--- config.mk ---
export PLATFORM = sky130hd
export DESIGN_NAME = tile_bank
export DESIGN_NICKNAME = d
export VERILOG_FILES = /design/src/rtl/tile_pkg.sv /design/src/rtl/tile_slot.sv /design/src/rtl/tile_bank.sv
export SDC_FILE = /design/constraint.sdc
export NUM_CORES = 1
export LEC_CHECK = 0
export BUFFER_PORTS_ARGS = -buffer_cell sky130_fd_sc_hd__buf_4
export CELL_PAD_IN_SITES_DETAIL_PLACEMENT = 1
export CELL_PAD_IN_SITES_GLOBAL_PLACEMENT = 1
export CORE_ASPECT_RATIO = 1.75
export CORE_UTILIZATION = 49
export CTS_BUF_LIST = sky130_fd_sc_hd__clkbuf_4 sky130_fd_sc_hd__clkbuf_8
export CTS_CLUSTER_SIZE = 40
export DETAILED_ROUTE_END_ITERATION = 16
export GPL_ROUTABILITY_DRIVEN = 0
export HOLD_SLACK_MARGIN = 0.02
export PLACE_DENSITY_LB_ADDON = 0.2
export SETUP_SLACK_MARGIN = 0.1
export SYNTH_ARGS = -nofsm -noshare
export SYNTH_HDL_FRONTEND = slang
export SYNTH_SLANG_ARGS = --single-unit
--- constraint.sdc ---
create_clock -name clk -period 4.25 [get_ports clk]
set_clock_uncertainty 0.2 [all_clocks]
set_input_delay 0.85 -clock clk [delete_from_list [all_inputs] [get_ports clk]]
set_output_delay 0.85 -clock clk [all_outputs]
set_load 0.05 [all_outputs]
--- src/rtl/tile_pkg.sv ---
// Shared field layout, address map and helpers for the tile bank.
package tile_pkg;

   localparam int unsigned ADDR_W           = 5;
   localparam int unsigned COORD_W          = 10;
   localparam int unsigned SCREEN_H_DEFAULT = 480;

   // Tile word layout; bit 31 is reserved and never stored.
   localparam int unsigned TOP_X_LSB  = 0;
   localparam int unsigned TOP_Y_LSB  = 10;
   localparam int unsigned LENGTH_LSB = 20;
   localparam int unsigned ENABLE_BIT = 30;

   // Control register layout; it lives at the address just past the last slot.
   localparam int unsigned CTRL_WIDTH_LSB = 0;
   localparam int unsigned CTRL_STEP_LSB  = 10;
   localparam int unsigned CTRL_AUTO_BIT  = 20;

   typedef struct packed {
      logic               enable;
      logic [COORD_W-1:0] length;
      logic [COORD_W-1:0] top_y;
      logic [COORD_W-1:0] top_x;
   } tile_t;

   typedef struct packed {
      logic               auto_scroll;
      logic [COORD_W-1:0] step;
      logic [COORD_W-1:0] width;
   } ctrl_t;

   function automatic tile_t decode_tile(input logic [30:0] word);
      tile_t t;
      t.top_x  = word[TOP_X_LSB  +: COORD_W];
      t.top_y  = word[TOP_Y_LSB  +: COORD_W];
      t.length = word[LENGTH_LSB +: COORD_W];
      t.enable = word[ENABLE_BIT];
      return t;
   endfunction

   function automatic ctrl_t decode_ctrl(input logic [20:0] word);
      ctrl_t c;
      c.width       = word[CTRL_WIDTH_LSB +: COORD_W];
      c.step        = word[CTRL_STEP_LSB  +: COORD_W];
      c.auto_scroll = word[CTRL_AUTO_BIT];
      return c;
   endfunction

endpackage

--- src/rtl/tile_slot.sv ---
// One tile slot: shadow/active registers, auto-scroll with wrap pulse, and hit compare.
module tile_slot
   import tile_pkg::*;
#(
   parameter int unsigned SCREEN_H = SCREEN_H_DEFAULT
) (
   input  logic               clk,
   input  logic               res,
   input  logic               wr,
   input  tile_t              wdata,
   input  logic               animate,
   input  logic [COORD_W-1:0] width,
   input  logic [COORD_W-1:0] step,
   input  logic               auto_scroll,
   input  logic [9:0]         x,
   input  logic [8:0]         y,
   output logic               hit,
   output logic               wrap
);

   tile_t       shadow;
   tile_t       active;
   logic        dirty;
   logic [10:0] scroll_sum;
   logic [10:0] y_end;
   logic [10:0] x_end;

   always_comb begin
      scroll_sum = {1'b0, active.top_y} + {1'b0, step};
      y_end      = {1'b0, active.top_y} + {1'b0, active.length};
      x_end      = {1'b0, active.top_x} + {1'b0, width};
      hit        = active.enable
                   && ({2'b00, y} > {1'b0, active.top_y})
                   && ({2'b00, y} < y_end)
                   && ({1'b0, x}  > {1'b0, active.top_x})
                   && ({1'b0, x}  < x_end);
   end

   // The write is applied after the commit so a coinciding write stays dirty
   // while the commit still takes the pre-write shadow.
   always_ff @(posedge clk) begin
      if (res) begin
         shadow <= '0;
         active <= '0;
         dirty  <= 1'b0;
         wrap   <= 1'b0;
      end else begin
         wrap <= 1'b0;
         if (animate) begin
            if (dirty) begin
               active <= shadow;
               dirty  <= 1'b0;
            end else if (auto_scroll && active.enable) begin
               if (scroll_sum >= 11'(SCREEN_H)) begin
                  active.top_y <= 10'(scroll_sum - 11'(SCREEN_H));
                  wrap         <= 1'b1;
               end else begin
                  active.top_y <= scroll_sum[9:0];
               end
            end
         end
         if (wr) begin
            shadow <= wdata;
            dirty  <= 1'b1;
         end
      end
   end

endmodule

--- src/rtl/tile_bank.sv ---
// Bank of tile slots with bus-written control, priority-encoded registered hit output.
module tile_bank
   import tile_pkg::*;
#(
   parameter int unsigned NUM_TILES = 4,
   parameter int unsigned SCREEN_H  = SCREEN_H_DEFAULT
) (
   input  logic                 clk,
   input  logic                 res,
   input  logic                 write_en,
   input  logic [ADDR_W-1:0]    addr,
   input  logic [31:0]          pwdata,
   input  logic                 animate,
   input  logic [9:0]           x,
   input  logic [8:0]           y,
   output logic                 hit,
   output logic [3:0]           hit_idx,
   output logic [NUM_TILES-1:0] wrap
);

   ctrl_t                ctrl;
   tile_t                wdata;
   logic [NUM_TILES-1:0] slot_hit;
   logic                 any_hit;
   logic [3:0]           first_idx;
   logic                 unused_msb;

   assign wdata      = decode_tile(pwdata[30:0]);
   assign unused_msb = pwdata[31];

   for (genvar i = 0; i < NUM_TILES; i++) begin : g_slot
      tile_slot #(
         .SCREEN_H(SCREEN_H)
      ) u_slot (
         .clk        (clk),
         .res        (res),
         .wr         (write_en && (addr == ADDR_W'(i))),
         .wdata      (wdata),
         .animate    (animate),
         .width      (ctrl.width),
         .step       (ctrl.step),
         .auto_scroll(ctrl.auto_scroll),
         .x          (x),
         .y          (y),
         .hit        (slot_hit[i]),
         .wrap       (wrap[i])
      );
   end

   always_ff @(posedge clk) begin
      if (res) begin
         ctrl <= '0;
      end else if (write_en && (addr == ADDR_W'(NUM_TILES))) begin
         ctrl <= decode_ctrl(pwdata[20:0]);
      end
   end

   // Scan from the top so the lowest hitting slot is the last one assigned.
   always_comb begin
      any_hit   = 1'b0;
      first_idx = '0;
      for (int unsigned i = NUM_TILES; i > 0; i--) begin
         if (slot_hit[i-1]) begin
            any_hit   = 1'b1;
            first_idx = 4'(i - 1);
         end
      end
   end

   always_ff @(posedge clk) begin
      if (res) begin
         hit     <= 1'b0;
         hit_idx <= '0;
      end else begin
         hit     <= any_hit;
         hit_idx <= first_idx;
      end
   end

endmodule
# Yosys cells after proc, flatten, opt, wreduce, memory -nomap -nowiden

Index checks and enable logic that the tools add are counted.

RAM bits: 0
Bits of input ports: 60
Logic and storage cells: 169
Register bits after elaboration: 282
Bits in read-only memories: 0
Latch bits: 0
Memories kept: 0

Reductions and logical operators: 49
Muxes and demuxes: 28
Multipliers: 0
Div/mod/pow operators: 0
Add/subtract/negate cells: 16
Bitwise operators: 5
Shifts and indexed selects: 0
Order comparisons: 20
Equal/unequal tests: 4

Operator list:

| operator              | count |
|---|---|
| $add 10x10->11        | 12 |
| $mux 10               | 12 |
| $ge 11x9->1 const B   | 4 |
| $lt 10x11->1          | 4 |
| $lt 9x11->1           | 4 |
| $gt 10x10->1          | 4 |
| $gt 9x10->1           | 4 |
| $sub 10x9->10 const B | 4 |
| $logic_and 1x1->1     | 25 |
| $reduce_or 4->1       | 5 |
| $reduce_and 2->1      | 8 |
| $reduce_bool 2->1     | 8 |
| $mux 1                | 14 |
| $eq 5x2->1 const B    | 2 |
| $eq 5x1->1 const B    | 1 |
| $eq 5x3->1 const B    | 1 |
| $logic_not 5->1       | 1 |
| $not 1->1             | 5 |
| $mux 2                | 2 |
| $reduce_or 3->1       | 1 |
| $reduce_or 2->1       | 1 |

# Depth between registers and ports, before layout

Depth in word-level cells: 9
Depth in mapped cells: 17

# Cells and area by module

A second synthesis with hierarchy kept.

Cell total of the unflattened synthesis: 2208
Area, all modules: 19207.2 um^2

By module, submodules not included:

| module                           | area each (um^2) | times used | cells an instance | sequential area each (um^2) |
|---|---|---|---|---|
| tile_slot (g_slot[2].u_slot ...) | 4581.9           | 2          | 527               | 1281.2 |
| tile_slot (g_slot[0].u_slot)     | 4456.8           | 1          | 518               | 1281.2 |
| tile_slot (g_slot[1].u_slot)     | 4456.8           | 1          | 523               | 1281.2 |
| tile_bank                        | 1129.8           | 1          | 113               | 480.5 |

# Worst setup path before layout

Ideal clock, no wire load.

Kind: flip-flop to flip-flop
From: reg ctrl[1] in the netlist's numbering
To: reg hit_idx[1]
Period minus slack after synthesis: 3.936 ns
Cell stages (with the launch flop): 16
Required time: 3.892 ns
Slack: 0.314 ns
Arrival: 3.578 ns
Path through: dfxtp_1 ha_1 a21o_1 a21oi_1 o21bai_1 a21oi_1 o21ai_0 a21o_1 a21oi_1 xor2_1 ha_1 a2111o_1 a21oi_1 nor4bb_1 a2111oi_0 a2111oi_0

Longest elaborated chain between the ends: 5
Elaborated cells on any way between the ends: 15
Classes of those cells: add/sub (4); order compare (4); mux (2); reduce/logical (5)

RTL lines:

| element                | RTL line        | source |
|---|---|---|
| from (decl)            | tile_bank.sv:21 | `ctrl_t ctrl;` |
| from (signal assigned) | tile_bank.sv:54 | `ctrl <= decode_ctrl(pwdata[20:0]);` |
| $add 10x10->11         | tile_slot.sv:31 | `x_end = {1'b0, active.top_x} + {1'b0, width};` |
| $lt 10x11->1           | tile_slot.sv:36 | `&& ({1'b0, x} < x_end);` |
| $logic_and 1x1->1      | tile_slot.sv:36 |  |
| $mux 2 (2 in a row)    | tile_bank.sv:63 | `if (slot_hit[i-1]) begin` |
| to (signal assigned)   | tile_bank.sv:76 | `hit_idx <= first_idx;` |
| to (decl)              | tile_bank.sv:17 | `output logic [3:0] hit_idx,` |

Several ways; a longest one is shown, not always the timed one.
A chain may end at the register's enable or synchronous reset.

# Worst setup path after layout

From: reg g_slot[3].u_slot.active[10] in the netlist's numbering
To: reg hit_idx[1]

Longest elaborated chain between the ends: 7
Elaborated cells on any way between the ends: 9
Classes of those cells: add/sub (1); order compare (2); mux (2); reduce/logical (4)

RTL lines:

| element                                                 | RTL line                         | source |
|---|---|---|
| from (decl)                                             | tile_slot.sv:22                  | `tile_t active;` |
| from (signal assigned)                                  | tile_slot.sv:51                  | `active <= shadow;` |
| $add 10x10->11 / $gt 9x10->1 (equally long branches)    | tile_slot.sv:30, tile_slot.sv:33 |  |
| $lt 9x11->1 / $logic_and 1x1->1 (equally long branches) | tile_slot.sv:34, tile_slot.sv:33 |  |
| $logic_and 1x1->1 *                                     | tile_slot.sv:34                  | `&& ({2'b00, y} < y_end)` |
| $logic_and 1x1->1 *                                     | tile_slot.sv:35                  | `&& ({1'b0, x} > {1'b0, active.top_x})` |
| $logic_and 1x1->1 *                                     | tile_slot.sv:36                  |  |
| $mux 2 * (2 in a row)                                   | tile_bank.sv:63                  |  |

Every way passes the cells marked *; elsewhere a longest branch is shown, timed or not.

==> flow_summary.json <==
{
  "cpMostUsedCell": "a21o_1",
  "area_growth_pct": 10.9,
  "overflow": 0,
  "dr.pass1.iters": 5,
  "status": "finished, final reports clean",
  "min_path_cells": 2,
  "netlist_area_um2": 18700,
  "r2r_start": "g_slot[3].u_slot.active[10]$_SDFFE_PP0P_",
  "cap_violations": 0,
  "io_buffers": 65,
  "synth-edff-count": 0,
  "rows": 94,
  "leakage_nw": 8.17,
  "hold_path_end": "g_slot[1].u_slot.active[0]$_SDFFE_PP0P_",
  "track_usage": 0.348,
  "rsz0062_at_grt": "yes",
  "fmax_mhz": 247,
  "reg2reg_to": "hit_idx[1]$_SDFF_PP0_",
  "hold_viol": 0,
  "period_minus_slack_ps": 4050,
  "layout.nets": 2758,
  "route.detailed.drc": 0,
  "crit_family": "compound AO/OA/AOI/OAI gates",
  "dp_hpwl_mm": 50.0,
  "crit_path_start_kind": "flop",
  "reg2reg_setup_slack_ps": 200,
  "synthArstFlopShare": 0,
  "crit_required_ps": 4520,
  "antenna_found_initial": 2,
  "drt_iter0_markers": 634,
  "fin_area_um2": 20700,
  "core_um2": 37500,
  "clockBufferDepth": 3,
  "min_path_type": "reg -> reg",
  "grt_pass1_wl_mm": 102,
  "ir_drop_mv": 0.217,
  "die_h_um": 260,
  "worst_r2r_path_depth": 15,
  "synth.avg_cell_area_um2": 7.88,
  "start_util": 0.498,
  "slowest_stage": "or4_4",
  "htreeDepth": 2,
  "cts_sinks": 280,
  "first_global_vias": 19300,
  "slowest_delay_ps": 460,
  "period_share": 0.954,
  "yosys.area.top_type": "dfxtp_1",
  "ant_nets": 0,
  "drt_wl_total_mm": 67.3,
  "synth-seq-area-share": 0.300,
  "critPathCaptureType": "flop",
  "synth_warnings": 0,
  "relSlewSlack": 0.327,
  "final_layout_size_suffix_gt1_frac": 0.0933,
  "cts_hold_buf": 0,
  "synth_top_flop_cell": "dfxtp_1",
  "vias_per_cell": 6.14,
  "drv_slew": 0,
  "synth.distinct_cells": 78,
  "clock_latency_ps": 600,
  "routedWlPerCell_um": 23.0,
  "ys_ff_latch": 280,
  "p_total_mw": 5.53,
  "setup_viol_count_final": 0,
  "grt_max_degree": 196,
  "cts_buffers": 44,
  "critical_path_class": "reg -> reg",
  "crit_buf_inv": 0,
  "holdWs_ps": 253,
  "tightest_slew_ps": 1010,
  "num_vias": 18000,
  "syn_inst": 2369,
  "holdCritStartpoint": "g_slot[1].u_slot.shadow[0]$_SDFFE_PP0P_",
  "synth.top_cell.area_share": 0.300,
  "clk_pin_slew_ps": 70,
  "p_per_area_nw_per_um2": 267,
  "die_w_um": 150,
  "path_cells": "ha_1, fa_1, a21o_1, a21oi_2, o21bai_1, a21o_1, a21o_1, a21oi_1, xor2_1, ha_1, o21a_1, o21ai_0, a211oi_1, or4_4, a2111oi_2",
  "synth_area_leaders": "dfxtp_1, ha_1, nand2_1",
  "fp.dieArea_um2": 38900,
  "cts_tree": "yes",
  "cts_root_buf": "clkbuf_8",
  "ios": 69,
  "placed_cell_area_um2": 19600,
  "path_max_fanout": 3,
  "worstPathArrival_ps": 4320
}
-- worst register-to-register path: stages (launching register included) --
cell and delay, ps:
dfxtp_1 310, ha_1 240, fa_1 420, a21o_1 190, a21oi_2 200, o21bai_1 110, a21o_1 210, a21o_1 190
a21oi_1 190, xor2_1 220, ha_1 270, o21a_1 100, o21ai_0 160, a211oi_1 100, or4_4 460, a2111oi_2 360
-- cell type report --
class / instances / area [µm²]
Antenna cell: 1 / 2.50
Inverter: 103 / 387
Tap cell: 480 / 601
Timing Repair Buffer: 102 / 785
Clock buffer: 67 / 835
Fill cell: 4653 / 16800
Clock inverter: 6 / 57.6
Sequential cell: 280 / 5610
Multi-Input combinational cell: 1887 / 12400
-- where the power goes --
part           total [mW]  switching (mW)  internal (mW)
sequential           2.65          0.0129           2.63
clock                2.40            1.10           1.30
combinational       0.482           0.320          0.162
-- flip-flops by register name (all words and copies together) (netlist names) --
register and cells:
hit_idx 2, ctrl 21, g_slot.u_slot.shadow 124, g_slot.u_slot.wrap 4
g_slot.u_slot.active 124, hit 1, g_slot.u_slot.dirty 4
-- worst max-delay path by stage --
| stage | start | endpoint | slack (ps) | cells past startpoint |
|---|---|---|---|---|
| 2_1_floorplan | ctrl[1]$_SDFFE_PP0P_ | hit_idx[1]$_SDFF_PP0_ | 310 | 15 |
| 3_3_place_gp | ctrl[1]$_SDFFE_PP0P_ | hit$_SDFF_PP0_ | 100 | 16 |
| 3_5_place_dp | ctrl[1]$_SDFFE_PP0P_ | hit_idx[1]$_SDFF_PP0_ | -140 | 18 |
| 4_1_cts | ctrl[0]$_SDFFE_PP0P_ | hit_idx[1]$_SDFF_PP0_ | 90 | 17 |
| 5_1_grt | g_slot[3].u_slot.active[10]$_SDFFE_PP0P_ | hit_idx[1]$_SDFF_PP0_ | -40 | 15 |
| 6_report | g_slot[3].u_slot.active[10]$_SDFFE_PP0P_ | hit_idx[1]$_SDFF_PP0_ | 200 | 15 |
-- logic make-up (layout without fill, tap and decap cells) --
family	count (synthesis)	in the layout	share of synthesized area
buffers and inverters	203	278	0.0423
flip-flops	280	280	0.300
multiplexers	15	15	0.00804
XOR/XNOR	85	85	0.0399
AO/OA/AOI/OAI	687	687	0.226
AND/OR/NAND/NOR	818	818	0.191
other	1	3	0.000201
adder cells (fa/ha/maj)	280	280	0.193
-- synth_stat cells, types with 15 or more instances --
cell and instances:
a211oi_1 43, xor2_1 43, ha_1 268, nor2_1 80, o21ai_0 88, o21bai_1 22
clkbuf_1 86, xnor2_1 42, a21o_1 40, mux2i_1 15, dfxtp_1 280, nor2b_1 22
inv_1 103, o21a_1 31, nand2_1 531, nand4_1 18, nand2b_1 33, nand3_1 29
a21oi_1 343, nor3_1 37
-- timing repair --
item / in CTS / in global routing
buffers inserted: 0 / 3
gates resized for setup: 13 / 33
pin swaps: 0 / 16
endpoints found under the setup margin: 3 / 3
gates cloned: 0 / 0
endpoints found under the hold margin: 0 / 0
-- routing by layer --
layer | vias to the layer above | GRT usage | wire, µm
met2 | 500 | 0.632 | 34000
met1 | 8723 | 0.334 | 23500
met5 | - | 0 | 9
met3 | 280 | 0.0489 | 3030
li1 | 8448 | - | -
met4 | 2 | 0.321 | 6830
-- cell usage in the layout, fill, tap and decap left out, drive strengths merged, types with 6 or more instances in the layout --
cell     count
a2111oi     11
a211o        8
a211oi      43
a21o        41
a21oi      344
a31oi       11
and2        10
and3         6
buf        101
clkbuf      68
dfxtp      280
fa          12
ha         268
inv        103
mux2i       15
nand2      531
nand2b      33
nand3       29
nand4       18
nor2        80
nor2b       22
nor3        37
nor4         7
o2111ai      8
o211ai      12
o21a        31
o21ai       90
o21bai      22
o31a        11
o31ai       11
or2          8
or3         11
xnor2       42
xor2        43
-- through the flow --
step                setup slack (ps)  std cells  TNS [ps]   util
floorplan                        314       2370         0      -
global placement                96.7       2849         0  0.523
detailed placement              -144       2849      -144  0.523
CTS                             86.1       2922         0  0.548
global route                   -37.7       2926     -37.7  0.552
finish                           197       2926         0  0.552
Power figures use the tool's default switching activity.
